==> src/rtl/runner_pkg.sv <==
// Shared encodings for the runner game: FSM state codes and the speed-level ceiling.
package runner_pkg;

   localparam logic [1:0] ST_IDLE   = 2'd0;
   localparam logic [1:0] ST_RUN    = 2'd1;
   localparam logic [1:0] ST_PAUSED = 2'd2;
   localparam logic [1:0] ST_OVER   = 2'd3;

   localparam logic [1:0] MAX_LEVEL = 2'd2;

endpackage

==> src/rtl/runner_tick_gen.sv <==
// Game tick divider: the period halves with each speed level, floored at MIN_DIV.
module runner_tick_gen
   import runner_pkg::*;
#(
   parameter int TICK_DIV = 250000,
   parameter int MIN_DIV  = 62500
) (
   input  logic       CLK,
   input  logic       RST,
   input  logic       run,
   input  logic       clear,
   input  logic [1:0] level,
   output logic       tick
);

   logic [31:0] cnt;
   logic [31:0] div_lvl;
   logic [31:0] period;

   always_comb begin
      div_lvl = 32'(TICK_DIV) >> level;
      period  = (div_lvl < 32'(MIN_DIV)) ? 32'(MIN_DIV) : div_lvl;
      tick    = run && (cnt >= period - 32'd1);
   end

   // The count only moves while running, so a pause resumes mid-period.
   always_ff @(posedge CLK) begin
      if (RST || clear) begin
         cnt <= '0;
      end else if (run) begin
         cnt <= tick ? '0 : cnt + 32'd1;
      end
   end

endmodule

==> src/rtl/runner_game_core.sv <==
// Endless-runner game core: FSM, scrolling obstacle row, jump timer, score and speed level.
module runner_game_core
   import runner_pkg::*;
#(
   parameter int COLS       = 16,
   parameter int TICK_DIV   = 250000,
   parameter int MIN_DIV    = 62500,
   parameter int JUMP_TICKS = 3,
   parameter int MIN_GAP    = 3,
   parameter int LEVEL_STEP = 20
) (
   input  logic            CLK,
   input  logic            RST,
   input  logic            start,
   input  logic            jump,
   input  logic            pause,
   input  logic            abort,
   input  logic [15:0]     rand_in,
   output logic [1:0]      state,
   output logic            airborne,
   output logic [COLS-1:0] obstacle_map,
   output logic [31:0]     score,
   output logic [1:0]      level,
   output logic            frame_update
);

   localparam int            JW        = (JUMP_TICKS < 1) ? 1 : $clog2(JUMP_TICKS + 1);
   localparam logic [JW-1:0] JUMP_LOAD = JW'(JUMP_TICKS);

   logic [JW-1:0]   jump_cnt;
   logic [JW-1:0]   jump_cnt_nxt;
   logic [1:0]      state_nxt;
   logic            tick;
   logic            run;
   logic            start_ok;
   logic            tick_run;
   logic            jump_ok;
   logic            spawn;
   logic            collide;
   logic            air_nxt;
   logic [COLS-1:0] map_shift;
   logic [31:0]     score_inc;
   logic            rand_unused;

   function automatic logic [31:0] sat_inc(input logic [31:0] v);
      return (v == 32'hFFFF_FFFF) ? v : v + 32'd1;
   endfunction

   function automatic logic [1:0] level_bump(input logic [1:0] lv, input logic [31:0] new_score);
      if ((new_score != 0) && ((new_score % 32'(LEVEL_STEP)) == 0) && (lv < MAX_LEVEL))
         return lv + 2'd1;
      return lv;
   endfunction

   assign run         = (state == ST_RUN);
   assign start_ok    = start && ((state == ST_IDLE) || (state == ST_OVER));
   assign tick_run    = tick && run && !abort;
   assign rand_unused = ^rand_in[15:3];

   runner_tick_gen #(
      .TICK_DIV (TICK_DIV),
      .MIN_DIV  (MIN_DIV)
   ) u_tick (
      .CLK   (CLK),
      .RST   (RST),
      .run   (run),
      .clear (start_ok),
      .level (level),
      .tick  (tick)
   );

   always_comb begin
      map_shift           = {1'b0, obstacle_map[COLS-1:1]};
      spawn               = (rand_in[2:0] == 3'd0) && (obstacle_map[COLS-1 -: MIN_GAP] == '0);
      map_shift[COLS-1]   = spawn;

      // A jump landing on the tick cycle takes effect before the collision test.
      jump_ok      = run && jump && !airborne && !abort && !pause;
      air_nxt      = airborne;
      jump_cnt_nxt = jump_cnt;
      if (jump_ok) begin
         air_nxt      = 1'b1;
         jump_cnt_nxt = JUMP_LOAD;
      end else if (tick_run && (jump_cnt != '0)) begin
         jump_cnt_nxt = jump_cnt - JW'(1);
         if (jump_cnt_nxt == '0)
            air_nxt = 1'b0;
      end

      collide   = tick_run && map_shift[0] && !air_nxt;
      score_inc = sat_inc(score);

      state_nxt = state;
      case (state)
         ST_IDLE:   if (start) state_nxt = ST_RUN;
         ST_RUN: begin
            if (abort || collide) state_nxt = ST_OVER;
            else if (pause)       state_nxt = ST_PAUSED;
         end
         ST_PAUSED: begin
            if (abort)      state_nxt = ST_OVER;
            else if (pause) state_nxt = ST_RUN;
         end
         ST_OVER:   if (start) state_nxt = ST_RUN;
         default:   state_nxt = ST_IDLE;
      endcase
   end

   always_ff @(posedge CLK) begin
      if (RST) begin
         state        <= ST_IDLE;
         airborne     <= 1'b0;
         jump_cnt     <= '0;
         obstacle_map <= '0;
         score        <= '0;
         level        <= '0;
         frame_update <= 1'b0;
      end else begin
         state        <= state_nxt;
         frame_update <= tick_run || (state_nxt != state);
         if (start_ok) begin
            airborne     <= 1'b0;
            jump_cnt     <= '0;
            obstacle_map <= '0;
            score        <= '0;
            level        <= '0;
         end else if (run && !abort) begin
            airborne <= air_nxt;
            jump_cnt <= jump_cnt_nxt;
            // The row still scrolls on the fatal tick; only the score is withheld.
            if (tick_run) begin
               obstacle_map <= map_shift;
               if (!collide) begin
                  score <= score_inc;
                  level <= level_bump(level, score_inc);
               end
            end
         end
      end
   end

endmodule

==> config.mk <==
export PLATFORM = sky130hd
export DESIGN_NAME = runner_game_core
export DESIGN_NICKNAME = d
export VERILOG_FILES = /design/src/rtl/runner_pkg.sv /design/src/rtl/runner_tick_gen.sv /design/src/rtl/runner_game_core.sv
export SDC_FILE = /design/constraint.sdc
export NUM_CORES = 1
export LEC_CHECK = 0
export ABC_CLOCK_PERIOD_IN_PS = 19450
export CORE_MARGIN = 5
export CORE_UTILIZATION = 45
export CTS_CLUSTER_SIZE = 40
export DETAILED_ROUTE_END_ITERATION = 10
export HOLD_SLACK_MARGIN = 0.15
export PLACE_DENSITY = 0.75
export SETUP_SLACK_MARGIN = 0.2
export SKIP_CTS_REPAIR_TIMING = 1
export SLEW_MARGIN = 25
export SYNTH_ARGS = -nofsm -noshare
export SYNTH_HDL_FRONTEND = slang
export SYNTH_SLANG_ARGS = --single-unit
==> constraint.sdc <==
create_clock -name CLK -period 19.45 [get_ports CLK]
set_clock_uncertainty 0.05 [all_clocks]
set_input_delay 2.9175 -clock CLK [delete_from_list [all_inputs] [get_ports CLK]]
set_output_delay 2.9175 -clock CLK [all_outputs]
set_load 0.005 [all_outputs]
After elaboration in Yosys (flattened, before gate mapping)
Cells that the tools add are included.
{"block": "totals", "regBits": 88, "inputBits": 22, "out_inout_bits": 54, "wordCells": 82}
{"block": "classes", "add_sub_neg": 5, "div_mod_pow": 1, "n_lt_le_gt_ge": 3, "n_eq_ne": 5, "n_shift": 1, "mux": 21, "bitwise_logic": 1, "reduce_logical": 37}
{"operator": "$mux 32", "count": 3}
{"operator": "$add 32x1->32 const B", "count": 2}
{"operator": "$eq 32x32->1 const B", "count": 1}
{"operator": "$ge 32x32->1", "count": 1}
{"operator": "$logic_not 32->1", "count": 1}
{"operator": "$lt 32x16->1 const B", "count": 1}
{"operator": "$mod 32x5->32 const B", "count": 1}
{"operator": "$reduce_bool 32->1", "count": 1}
{"operator": "$shr 18x2->32 const A", "count": 1}
{"operator": "$sub 32x1->32 const B", "count": 1}
{"operator": "$mux 2", "count": 8}
{"operator": "$logic_and 1x1->1", "count": 15}
{"operator": "$mux 1", "count": 9}
{"operator": "$logic_not 3->1", "count": 2}
{"operator": "$pmux 2 s3", "count": 1}
{"operator": "$eq 2x2->1 const B", "count": 2}
{"operator": "$logic_not 1->1", "count": 4}
{"operator": "$logic_not 2->1", "count": 2}
{"operator": "$logic_or 1x1->1", "count": 4}
{"operator": "$reduce_and 2->1", "count": 2}
{"operator": "$reduce_and 4->1", "count": 1}
{"operator": "$reduce_bool 2->1", "count": 2}
{"operator": "$reduce_or 2->1", "count": 2}
{"operator": "$reduce_and 3->1", "count": 1}
{"operator": "6 further kinds", "count": 6}

Logic depth before layout (Yosys ltp)
Gate-level depths: netlist of run 1.
{"block": "depth", "depth_word": 19, "ltp_mapped": 40, "ltp_nobuf": 35}

Cells and area by module
A second synthesis of run 1 with hierarchy kept.
{"block": "hier_totals", "hier_cells": 1100, "hier_area_um2": 8323.0}
{"mod": "runner_game_core", "n_inst": 1, "cells_each": 881, "area_per_inst_um2": 6453.7, "seq_area_each_um2": 1121.1}
{"mod": "runner_tick_gen", "n_inst": 1, "cells_each": 219, "area_per_inst_um2": 1869.3, "seq_area_each_um2": 640.6}

Worst setup path after synthesis of run 1
No wires, ideal clock.
{"block": "synth_path", "path_kind": "reg-to-reg", "startpoint": "register score[13]", "endpoint": "register level[0]", "setup_time_ns": 0.128, "arrival_ns": 8.661, "required_time_ns": 19.272, "setup_slack_ns": 10.611, "stages_incl_launch_ff": 40, "n_path_buf": 4, "synth_period_minus_slack_ns": 8.839, "cell_sequence": "dfxtp_1 > buf_2 > nand3_2 > nor3_4 > nand4_2 > or3_4 > and2_1 > buf_6 > and4_1 > a221oi_2 > nand3_1 > a221o_1 > a21oi_4 > a211oi_1 > o41ai_2 > o31ai_4 > a2bb2oi_1 > o2111ai_1 > (+4 left out) > buf_6 > a32o_1 > o31ai_2 > o211ai_1 > o21bai_1 > o211a_1 > maj3_2 > o2bb2ai_1 > a211oi_2 > buf_2 > nand3_1 > o32a_1 > o211ai_2 > mux2_1 > o221a_1 > a2111oi_2 > xnor2_1 > nor2_1"}
{"block": "synth_between", "elab_chain_len": 13, "word_cells_on_any_way": 15, "classes_between": "add/sub (1); div (1); eq/ne (1); mux (7); reduce/logical (5)"}
{"item": "from (decl)", "line_no": "runner_game_core.sv:22", "rtl": "output logic [31:0] score,"}
{"item": "from (signal assigned)", "line_no": "runner_game_core.sv:134", "rtl": "score <= score_inc;"}
{"item": "$add 32x1->32 / $eq 32x32->1 (equally long branches)", "line_no": "runner_game_core.sv:46", "rtl": "return (v == 32'hFFFF_FFFF) ? v : v + 32'd1;"}
{"item": "$mux 32 (*)", "line_no": "runner_game_core.sv:46"}
{"item": "$mod 32x5->32", "line_no": "runner_game_core.sv:50", "rtl": "if ((new_score != 0) && ((new_score % 32'(LEVEL_STEP)) == 0) && (lv < MAX_LEVEL))"}
{"item": "$logic_not 32->1", "line_no": "runner_game_core.sv:50"}
{"item": "$logic_and 1x1->1 (*) (2 in series)", "line_no": "runner_game_core.sv:50"}
{"item": "$mux 1 (*)", "line_no": "runner_game_core.sv:50"}
{"item": "$mux 1 (*)", "line_no": "runner_game_core.sv:133", "rtl": "if (!collide) begin"}
{"item": "$mux 1 (*)", "line_no": "runner_game_core.sv:131", "rtl": "if (tick_run) begin"}
{"item": "$mux 1 (*)", "line_no": "runner_game_core.sv:127", "rtl": "end else if (run && !abort) begin"}
{"item": "$mux 1 (*)", "line_no": "runner_game_core.sv:121", "rtl": "if (start_ok) begin"}
{"item": "$mux 1 (*)", "line_no": "runner_game_core.sv:110", "rtl": "if (RST) begin"}
{"item": "$reduce_and 4->1 (no line) (*)"}
{"item": "to (signal assigned)", "line_no": "runner_game_core.sv:135", "rtl": "level <= level_bump(level, score_inc);"}
{"item": "to (decl)", "line_no": "runner_game_core.sv:23", "rtl": "output logic [1:0] level,"}
Mark *: on every way between the ends. The rest lies on a longest branch, timed or not. The select of a mux whose other input is x is not followed.
A chain may end at the register's enable or synchronous reset.

Final worst setup path of run 1
{"block": "layout_path", "startpoint": "register score[10]", "endpoint": "register level[0]"}
Same word-level chain as after synthesis.

==> qor.tcl, run 1 <==
set qor(outcome) {completed}
set qor(yosys.cell_types.count) 106
set qor(maximum_fanout_along_the_worst_path) 15
set qor(period_needed_ns) 10.89
set qor(nNetsFinal) 1133
set qor(relSlewSlack_pct) 32.87
set qor(ir_worst_vdd_v) 0.00005118
set qor(cts-buffers-inserted) 9
set qor(total_power_w) 0.0004338
set qor(critical_path.startpoint_type) {register}
set qor(num-fill-cells) 1670
set qor(setup_repair_after_global_routing_missed_its_margin) {false}
set qor(crit_type) {register to register}
set qor(route.vias.total) 7988
set qor(grt_antenna_before_repair) 0
set qor(fmax_mhz) 91.84
set qor(synth_flop_cell) {dfxtp_1}
set qor(setup_viol_count_final) 0
set qor(postSynthRegisterBits) 88
set qor(final.setup.tns_ns) 0
set qor(highest_layer) {met4}
set qor(met1_length_um) 9891
set qor(drt_drc_violations_left) 0
set qor(synthesis.yosys.warnings) 0
set qor(endpoint_of_the_lowest_slack_register_to_register_path) {level[0]}
set qor(worstPathRequired_ns) 19.61
set qor(cts_buffer_depth) 2
set qor(p_per_area_nw_per_um2) 47.93
set qor(detail_route.first_pass.iterations) 5
set qor(violation_count_after_the_first_detailed_routing_iteration) 719
set qor(worst_path_most_repeated_cell) {nand3_1}
set qor(worstMarginPinSlew_ns) 1.004
set qor(min-delay-path-class) {register to register}
set qor(cpMaxStageDelayCell) {o32ai_2}
set qor(instances_no_fill) 1314
set qor(layout_worst_path_cycle_share_pct) 55.98
set qor(largest_net_degree_at_the_start_of_global_routing) 55
set qor(synthToLayoutAreaGrowth_pct) 12.64
set qor(clock_latency_ns) 0.34
set qor(place_congestion) 0.9346
set qor(die_w_um) 143.6
set qor(core_area_um2) 17420
set qor(fp.dieArea_um2) 20630
set qor(met3_length_um) 870
set qor(synth.avg_cell_area_um2) 7.588
set qor(clock_tree.root_cell) {clkbuf_16}
set qor(cp_data_arrival_time_ns) 11.04
set qor(worstHoldStart) {obstacle_map[0]}
set qor(grt_remaining_overflow) 0
set qor(io_buffers) 62
set qor(hold_end) {obstacle_map[0]}
set qor(final_max_slew_viol_count) 0
set qor(ioPinCount) 76
set qor(synth_seq_area_share_pct) 21.92
set qor(place_hpwl_um) 15390
set qor(grtUsageTotal_pct) 19.73
set qor(place_worst_setup_slack_ns) 8.684
set qor(post-place-cells) 1298
set qor(insertedDiodeCount) 0
set qor(critPathCaptureType) {register}
set qor(synth_top_area_share_pct) 21.92
set qor(final_hold_viol_count) 0
set qor(worst_slack_ns) 8.562
set qor(drive_above_1_share_pct) 6.336
set qor(timing.critical_path.from) {score[10]}
set qor(count_of_flip_flops_with_a_built_in_enable_after_synthesis) 0
set qor(worstReg2RegStart) {score[10]}
set qor(cap_violations) 0
set qor(p_leak_nw) 3.112
set qor(routed_wire_length_per_instance_um) 15.95
set qor(first_global_vias) 7028
set qor(effective_utilization_at_floorplan_pct) 46.14
set qor(critical-path-max-stage-delay_ns) 0.78
set qor(h-tree-depth) 3
set qor(path_clk_slew_ns) 0.07
set qor(yosys-top-cells-area) {dfxtp_1 22%, nor2_1 6.8%, xor2_1 6.0%, xnor2_1 5.5%, nand2_1 4.6%}
set qor(yosys.area.top_type) {dfxtp_1}
set qor(async_s_r_ff_share_synth_pct) 0
set qor(cts_tree) {built}
set qor(routed-wl-met2_um) 9681
set qor(global_route_wire_length_before_repair_um) 34400
set qor(row_count) 48
set qor(hold-path-cell-count) 2
set qor(post_synth_inst_count) 1059
set qor(ff2ff_path_depth) 34
set qor(drtAntennaViolNets) 0
set qor(via_per_inst) 6.079
set qor(ff2ff_setup_slack_ns) 8.56
set qor(syn_area_um2) 8035
set qor(die_height_um) 143.6
set qor(detail_route.wirelength_um) 20960
set qor(cts.sink_count) 88
registers in the layout, indices dropped and copies added (netlist names):
name          cells
jump_cnt          2
state             2
score            32
level             2
obstacle_map     16
frame_update      1
u_tick.cnt       32
airborne          1
synthesized netlist by cell type, types with 5 or more instances:
cell       number
a211o_1         6
clkbuf_1       28
ha_1           27
xnor2_1        50
and2_1         12
a211oi_1       18
inv_1          15
nor2_1        145
dfxtp_1        88
mux2i_1        25
o2111ai_1       5
a31oi_1        17
a21o_1          6
nand2b_1        7
or3_1          15
and3_1         18
xor2_1         55
o211ai_1        8
nand4_1        29
a21oi_1        41
buf_2          13
nor3_1         36
nor4_1         14
o21ai_0        36
nand3_1        57
nor2b_1         5
o21ai_1        15
o21a_1          6
o22ai_1         7
nand2_1        99
and4_1         11
stage by stage:
step	util (%)	instance area [um2]	hold WS, ns
2_1_floorplan	-	8039	0.4308
3_3_place_gp	50.04	8716	0.4357
3_5_place_dp	50.04	8716	0.4397
4_1_cts	51.90	9040	0.4600
5_1_grt	51.97	9051	0.5012
6_report	51.97	9051	0.4541
cell usage in the layout, fill, tap and decap left out, drive strengths merged, types with 19 or more instances in the layout:
cell           synthesis  final
a211oi                22     22
a21oi                 42     42
and3                  19     19
clkdlybuf4s50          0     62
dfxtp                 88     88
ha                    27     27
mux2i                 25     25
nand2                100    100
nand3                 59     59
nand4                 30     30
nor2                 146    146
nor3                  41     41
o21ai                 52     52
xnor2                 50     50
xor2                  55     55
per-layer routing:
metal  GRT usage [%]  vias to the layer above
li1                -                     3973
met2           31.70                      217
met4           5.600                        0
met1           27.56                     3756
met5               0                        -
met3           2.928                       42
how the worst max path moves through the flow:
stage,to,slack (ns),cells past startpoint
floorplan,level[0],10.61,39
global placement,level[0],8.79,35
detailed placement,level[0],8.68,34
CTS,level[0],8.67,34
global route,level[0],7.78,34
finish,level[0],8.56,34
logic make-up (layout without fill, tap and decap cells):
family                     after synthesis  after routing  share of synthesized area (%)
and+or+nand+nor                        481            481                          29.76
AOI/OAI and AO/OA                      256            256                          24.62
xor gates and xnor gates               105            105                          11.45
DFF                                     88             88                          21.92
buffers and inverters                   68             97                          3.877
adders and majority gates               30             30                          4.609
muxes                                   29             29                          3.675
other                                    2              3                        0.09346
critical path, delay by kind of cell, from the launching register on:
| kind | cells | cell delay, ns |
|---|---|---|
| AO/OA/AOI/OAI | 18 | 6.15 |
| AND/OR/NAND/NOR | 12 | 2.94 |
| flip-flops | 1 | 0.55 |
| multiplexers | 2 | 0.55 |
| adder cells (fa/ha/maj) | 1 | 0.36 |
| XOR/XNOR | 1 | 0.16 |
where the power goes:
| group | total [W] | internal [W] | switching (W) | leakage [nW] |
|---|---|---|---|---|
| Sequential | 0.000188 | 0.000184 | 0.00000432 | 0.709 |
| Combinational | 0.0000566 | 0.0000226 | 0.0000340 | 2.25 |
| Clock | 0.000189 | 0.000117 | 0.0000723 | 0.157 |
layout make-up:
class,instances,area [um2],area share (%)
multi-input combinational,904,5981,66.08
clock inverter,4,77.57,0.8571
inverter,16,60.06,0.6635
sequential,88,1762,19.46
clock buffer,12,246.5,2.723
tap,225,281.5,3.110
timing repair buffer,65,643.1,7.105
(Power assumes the default switching activity.)
==> inputs of run 2 (changes only) <==
--- a/config.mk
+++ b/config.mk
@@ -5,13 +5,13 @@
 export SDC_FILE = /design/constraint.sdc
 export NUM_CORES = 1
 export LEC_CHECK = 0
-export ABC_CLOCK_PERIOD_IN_PS = 19450
+export ABC_CLOCK_PERIOD_IN_PS = 9600
 export CORE_MARGIN = 5
 export CORE_UTILIZATION = 45
 export CTS_CLUSTER_SIZE = 40
 export DETAILED_ROUTE_END_ITERATION = 10
 export HOLD_SLACK_MARGIN = 0.15
-export PLACE_DENSITY = 0.75
+export PLACE_DENSITY = 0.78
 export SETUP_SLACK_MARGIN = 0.2
 export SKIP_CTS_REPAIR_TIMING = 1
 export SLEW_MARGIN = 25
==> constraint.sdc (replaced) <==
create_clock -name CLK -period 9.6 [get_ports CLK]
set_clock_uncertainty 0.05 [all_clocks]
set_input_delay 1.44 -clock CLK [delete_from_list [all_inputs] [get_ports CLK]]
set_output_delay 1.44 -clock CLK [all_outputs]
set_load 0.005 [all_outputs]
==> run 2 against run 1 <==
Maximum frequency is 18% higher. Total power grew 100%. Non-clock buffer count is 100 higher. Combinational power rose by 110%. Worst hold slack got worse by 0.0047 ns. Wire length grew 13%. Worst setup slack got worse by 8.2 ns. Flip-flop and latch count unchanged. Sequential share of layout area down 2.1 points. Critical endpoint unchanged.
==> qor.tcl, run 2 (synthesized netlist as in run 1, its figures left out) <==
set qor(first_global_vias) 7614 ;# +8.3%
set qor(clock_latency_ns) 0.35 ;# about the same
set qor(cts_buffer_depth) 2 ;# unchanged
set qor(insertedDiodeCount) 0 ;# unchanged
set qor(cpMaxStageDelayCell) {a211oi_4}
set qor(path_clk_slew_ns) 0.07 ;# about the same
set qor(worstMarginPinSlew_ns) 1.114 ;# +0.1104 ns
set qor(critical_path.startpoint_type) {register}
set qor(cap_violations) 0 ;# unchanged
set qor(worstPathRequired_ns) 9.77 ;# -9.84 ns
set qor(layout_worst_path_cycle_share_pct) 96.39 ;# +40 points
set qor(synthToLayoutAreaGrowth_pct) 28.26
set qor(grt_remaining_overflow) 0 ;# unchanged
set qor(critical-path-max-stage-delay_ns) 0.49 ;# -0.29 ns
set qor(layout_commonest_cell) {nor2_1}
set qor(critPathCaptureType) {register}
set qor(maximum_fanout_along_the_worst_path) 8 ;# -7
set qor(hold-path-cell-count) 2 ;# unchanged
set qor(p_per_area_nw_per_um2) 84.09 ;# +75%
set qor(drive_above_1_share_pct) 21.22 ;# +15 points
set qor(ioPinCount) 76 ;# unchanged
set qor(via_per_inst) 6.097 ;# +0.30%
set qor(clock_tree.root_cell) {clkbuf_16}
set qor(detail_route.wirelength_um) 23640 ;# +13%
set qor(p_clk_share_pct) 42.6 ;# -1.0 points
set qor(relSlewSlack_pct) 25.20 ;# -7.7 points
set qor(global_route_wire_length_before_repair_um) 36500 ;# +6.1%
set qor(p_leak_nw) 3.714 ;# +19%
set qor(effective_utilization_at_floorplan_pct) 46.14 ;# unchanged
set qor(endpoint_of_the_lowest_slack_register_to_register_path) {level[0]}
set qor(worstReg2RegStart) {score[25]}
set qor(h-tree-depth) 3 ;# unchanged
set qor(drtAntennaViolNets) 0 ;# unchanged
set qor(final.setup.tns_ns) 0 ;# unchanged
set qor(setup_repair_after_global_routing_missed_its_margin) {true}
set qor(core_area_um2) 17420 ;# unchanged
set qor(violation_count_after_the_first_detailed_routing_iteration) 862 ;# +20%
set qor(nNetsFinal) 1236 ;# +9.1%
set qor(layout_common_cells) {141 x nor2_1, 98 x buf_4, 97 x nand2_1}
set qor(grt_antenna_before_repair) 0 ;# unchanged
set qor(crit_type) {register to register}
set qor(cts_tree) {built}
set qor(seqPwrFrac_pct) 43.8 ;# +0.4 points
set qor(ff2ff_path_depth) 39 ;# +15%
set qor(outcome) {completed}
set qor(die_height_um) 143.6 ;# unchanged
set qor(share_comb_of_total_power_pct) 13.6 ;# +0.6 points
set qor(grtUsageTotal_pct) 20.88 ;# +1.2 points
set qor(final_hold_viol_count) 0 ;# unchanged
set qor(place_hpwl_um) 16130 ;# +4.8%
set qor(cts-buffers-inserted) 9 ;# unchanged
set qor(die_w_um) 143.6 ;# unchanged
set qor(largest_net_degree_at_the_start_of_global_routing) 55 ;# unchanged
set qor(detail_route.first_pass.iterations) 5 ;# unchanged
set qor(num-fill-cells) 1507 ;# -9.8%
set qor(worstHoldStart) {obstacle_map[0]}
set qor(cts.sink_count) 88 ;# unchanged
set qor(ff2ff_setup_slack_ns) 0.35 ;# -8.22 ns
set qor(setup_viol_count_final) 0 ;# unchanged
set qor(row_count) 48 ;# unchanged
set qor(p_sw_share_pct) 27.92 ;# +2.4 points
set qor(place_congestion) 0.9246 ;# -1.1%
set qor(hold_end) {obstacle_map[0]}
set qor(io_buffers) 62 ;# unchanged
set qor(routed_wire_length_per_instance_um) 16.69 ;# +4.6%
set qor(ir_worst_vdd_v) 0.00009128 ;# +78%
set qor(min-delay-path-class) {register to register}
set qor(cp_data_arrival_time_ns) 9.42 ;# -1.62 ns
set qor(final_max_slew_viol_count) 0 ;# unchanged
set qor(drt_drc_violations_left) 0 ;# unchanged
set qor(p_int_w) 0.0006247 ;# +93%
set qor(power.switching_w) 0.0002419 ;# +120%
set qor(route.vias.total) 8640 ;# +8.2%
set qor(fp.dieArea_um2) 20630 ;# unchanged
set qor(finish.utilization_pct) 59.17 ;# +7.2 points
set qor(period_needed_ns) 9.254 ;# -1.634 ns
set qor(biggestRegsByFlops) {score: 32 flops, u_tick.cnt: 32 flops, obstacle_map: 16 flops}
set qor(fin_hold_ws_ns) 0.4493 ;# -0.004721 ns
set qor(fmax_mhz) 108.1 ;# +18%
set qor(total_power_w) 0.0008667 ;# +100%
-- run 2: changes by cell type in the layout (fill, tap and decap cells not counted), moves of 4 or more --
cell / delta
o21ai_0: -4
a211oi_1: -5
dfxtp_2: +10
dfxtp_1: -13
o21ai_2: +4
nor2_2: +4
buf_4: +95
-- run 2: metal layers --
layer	track usage [%]	part of all wire, %	vias up
li1	-	-	4193
met1	28.42	44	4135
met2	34.60	49	286
met3	3.128	5.3	26
met4	5.600	1.5	0
met5	0	0	-
-- run 2: stage by stage --
stage	setup WS, ns	area [um2]	instances
2_1_floorplan	0.7614	8039	1060
3_3_place_gp	0.1192	9166	1358
3_5_place_dp	-0.01279	9166	1358
4_1_cts	-0.06515	9482	1374
5_1_grt	-0.07962	10310	1417
6_report	0.3462	10310	1417
-- run 2: how the worst max path moves through the flow --
| stage | from | to | slack (ns) | depth (start not counted) |
|---|---|---|---|---|
| after CTS | score[2] | level[0] | -0.07 | 37 |
| after detailed placement | score[2] | level[0] | -0.01 | 37 |
| after global routing | score[24] | level[0] | -0.08 | 39 |
| after global placement | score[2] | level[0] | 0.12 | 37 |
| after floorplan | score[13] | level[0] | 0.76 | 39 |
| final | score[25] | level[0] | 0.35 | 39 |
-- run 2: area by class of cell --
type                            instances  area, um2  area share [%]
Inverter                               16      60.06          0.5827
Timing Repair Buffer                  165       1406           13.65
Clock buffer                            9      225.2           2.185
Clock inverter                          7      90.09          0.8741
Multi-Input combinational cell        907       6457           62.66
Tap cell                              225      281.5           2.732
Sequential cell                        88       1785           17.32
-- run 2: power by group through the flow --
stage / Combinational [W] / Clock, W / Sequential [W]
floorplan: 0.0000825 / 0 / 0.000388
global placement: 0.000110 / 0 / 0.000389
detailed placement: 0.000112 / 0 / 0.000389
CTS: 0.000116 / 0.000375 / 0.000381
global route: 0.000130 / 0.000392 / 0.000382
finish: 0.000118 / 0.000369 / 0.000380
-- run 2: worst max-delay path, delay by kind of cell, from the launching register on --
| family | cells | cell delay, ns |
|---|---|---|
| flip-flops | 1 | 0.41 |
| AND/OR/NAND/NOR | 10 | 1.44 |
| buffers and inverters | 4 | 0.73 |
| XOR/XNOR | 1 | 0.16 |
| AO/OA/AOI/OAI | 22 | 5.59 |
| multiplexers | 2 | 0.73 |
==> inputs of run 3 (changes only) <==
--- a/config.mk
+++ b/config.mk
@@ -12,8 +12,8 @@
 export DETAILED_ROUTE_END_ITERATION = 10
 export HOLD_SLACK_MARGIN = 0.15
 export PLACE_DENSITY = 0.78
+export REMOVE_ABC_BUFFERS = 1
 export SETUP_SLACK_MARGIN = 0.2
-export SKIP_CTS_REPAIR_TIMING = 1
 export SLEW_MARGIN = 25
 export SYNTH_ARGS = -nofsm -noshare
 export SYNTH_HDL_FRONTEND = slang
==> run 3 against run 2 <==
Via count grew 0.37%. Sequential share of layout area grew 0.052 points. First-iteration DRC count shrank 20%. Critical endpoint unchanged. Largest power group unchanged.
==> qor.tcl, run 3 (synthesized netlist as in run 1, its figures left out) <==
set qor(global_route_wire_length_before_repair_um) 36580 ;# +0.21%
set qor(worst_path_most_repeated_cell) {o211ai_1}
set qor(layout_common_cells) {141 x nor2_1, 99 x nand2_1, 90 x buf_4}
set qor(grtUsageTotal_pct) 21.01 ;# +0.13 points
set qor(maximum_fanout_along_the_worst_path) 8 ;# unchanged
set qor(post-place-cells) 1360 ;# +0.15%
set qor(p_per_area_nw_per_um2) 83.41 ;# -0.81%
set qor(worst_slack_ns) 0.3505 ;# +0.004330 ns
set qor(die_height_um) 143.6 ;# unchanged
set qor(core_area_um2) 17420 ;# unchanged
set qor(p_leak_nw) 3.661 ;# -1.4%
set qor(detail_route.wirelength_um) 23450 ;# -0.80%
set qor(worstPathRequired_ns) 9.76 ;# about the same
set qor(effective_utilization_at_floorplan_pct) 46.14 ;# unchanged
set qor(grt_remaining_overflow) 0 ;# unchanged
set qor(critical_path.startpoint_type) {register}
set qor(outcome) {completed}
set qor(fmax_mhz) 108.1 ;# about the same
set qor(min-delay-path-class) {register to register}
set qor(place_hpwl_um) 16050 ;# -0.50%
set qor(row_count) 48 ;# unchanged
set qor(layout_worst_path_cycle_share_pct) 96.35 ;# about the same
set qor(critical-path-max-stage-delay_ns) 0.43 ;# -0.06 ns
set qor(ioPinCount) 76 ;# unchanged
set qor(worstMarginPinSlew_ns) 1.235 ;# +0.1211 ns
set qor(cts.sink_count) 88 ;# unchanged
set qor(insertedDiodeCount) 0 ;# unchanged
set qor(via_per_inst) 6.159 ;# +1.0%
set qor(h-tree-depth) 3 ;# unchanged
set qor(drt_drc_violations_left) 0 ;# unchanged
set qor(biggestRegsByFlops) {score: 32 flops, u_tick.cnt: 32 flops, obstacle_map: 16 flops}
set qor(cap_violations) 0 ;# unchanged
set qor(die_w_um) 143.6 ;# unchanged
set qor(worst_path_dominant_cell_family) {compound AO/OA/AOI/OAI gates}
set qor(largest_net_degree_at_the_start_of_global_routing) 55 ;# unchanged
set qor(placed_area_um2) 9181 ;# +0.16%
set qor(clock_latency_ns) 0.35 ;# about the same
set qor(fin_hold_ws_ns) 0.4488 ;# -0.0005980 ns
set qor(cts_tree) {built}
set qor(critPathBufInv) 3 ;# -1
set qor(drtAntennaViolNets) 0 ;# unchanged
set qor(route.vias.total) 8672 ;# +0.37%
set qor(cp_data_arrival_time_ns) 9.41 ;# about the same
set qor(critPathCaptureType) {register}
set qor(path_clk_slew_ns) 0.07 ;# about the same
set qor(nNetsFinal) 1227 ;# -0.73%
set qor(ir_worst_vdd_v) 0.00008901 ;# -2.5%
set qor(hold_fix_buffer_count_after_cts) 0
set qor(io_buffers) 62 ;# unchanged
set qor(final_max_slew_viol_count) 0 ;# unchanged
set qor(ff2ff_setup_slack_ns) 0.35 ;# about the same
set qor(cpMaxStageDelayCell) {or3_4}
set qor(period_needed_ns) 9.250 ;# -0.004330 ns
set qor(clock_tree.root_cell) {clkbuf_16}
set qor(instances_no_fill) 1408 ;# -0.64%
set qor(setup_viol_count_final) 0 ;# unchanged
set qor(setup_repair_after_global_routing_missed_its_margin) {true}
set qor(relSlewSlack_pct) 17.07 ;# -8.1 points
set qor(synthToLayoutAreaGrowth_pct) 26.53
set qor(cts_buffer_depth) 2 ;# unchanged
set qor(fp.dieArea_um2) 20630 ;# unchanged
set qor(place_congestion) 0.9386 ;# +1.5%
set qor(routed_wire_length_per_instance_um) 16.66 ;# -0.17%
set qor(layout_commonest_cell) {nor2_1}
set qor(violation_count_after_the_first_detailed_routing_iteration) 687 ;# -20%
set qor(finish.utilization_pct) 58.38 ;# -0.80 points
set qor(drive_above_1_share_pct) 18.60 ;# -2.6 points
set qor(detail_route.first_pass.iterations) 5 ;# unchanged
set qor(fin_area_um2) 10170 ;# -1.3%
set qor(crit_type) {register to register}
set qor(first_global_vias) 7617 ;# +0.039%
set qor(place_worst_setup_slack_ns) 0.08185 ;# +0.09463 ns
set qor(final_hold_viol_count) 0 ;# unchanged
set qor(grt_antenna_before_repair) 0 ;# unchanged
set qor(cts-buffers-inserted) 9 ;# unchanged
run 3: timing repair:
action / CTS / global route
resized for setup: 12 / 70
setup endpoints to repair: 1 / 2
pin swaps: 12 / 42
gates cloned: 1 / 1
buffers inserted: 9 / 21
run 3: per-layer routing:
layer  track usage, %  wire length, um
met1            27.86            10030
met2            35.54            11460
met3            3.494             1349
met4            5.451              614
met5                0                0
run 3: area by class of cell:
type / instances / area (um2)
Sequential cell: 88 / 1767
Tap cell: 225 / 281.5
Timing Repair Buffer: 157 / 1370
Fill cell: 1493 / 7249
Clock inverter: 5 / 56.30
Inverter: 16 / 60.06
Multi-Input combinational cell: 906 / 6390
Clock buffer: 11 / 242.7
run 3: path summary, 6_finish.rpt:
kind,end,cells past startpoint,startpoint
worst max-delay path,level[0],37,score[5]
worst max register to register,level[0],37,score[5]
worst min-delay path,obstacle_map[0],2,obstacle_map[0]
worst min register to register,obstacle_map[0],2,obstacle_map[0]
run 3: worst reg2reg max path, delay by kind of cell (launching register included):
family                     cells  cell delay (ns)
AOI/OAI and AO/OA             19             5.02
muxes                          2             0.54
xor gates and xnor gates       2             0.22
DFF                            1             0.35
buffers and inverters          3             0.50
and+or+nand+nor               10             2.07
adders and majority gates      1             0.34
run 3: power breakdown:
part	total (W)	switching [W]	internal [W]
combinational	0.000116	0.0000693	0.0000463
clock	0.000352	0.000143	0.000208
sequential	0.000381	0.00000806	0.000373
run 3: metrics by stage:
step	TNS, ns	power, W
5_1_grt	-0.03176	0.0008827
4_1_cts	0	0.0008563
3_3_place_gp	0	0.0005014
6_report	0	0.0008481
2_1_floorplan	0	0.0004645
3_5_place_dp	0	0.0005043
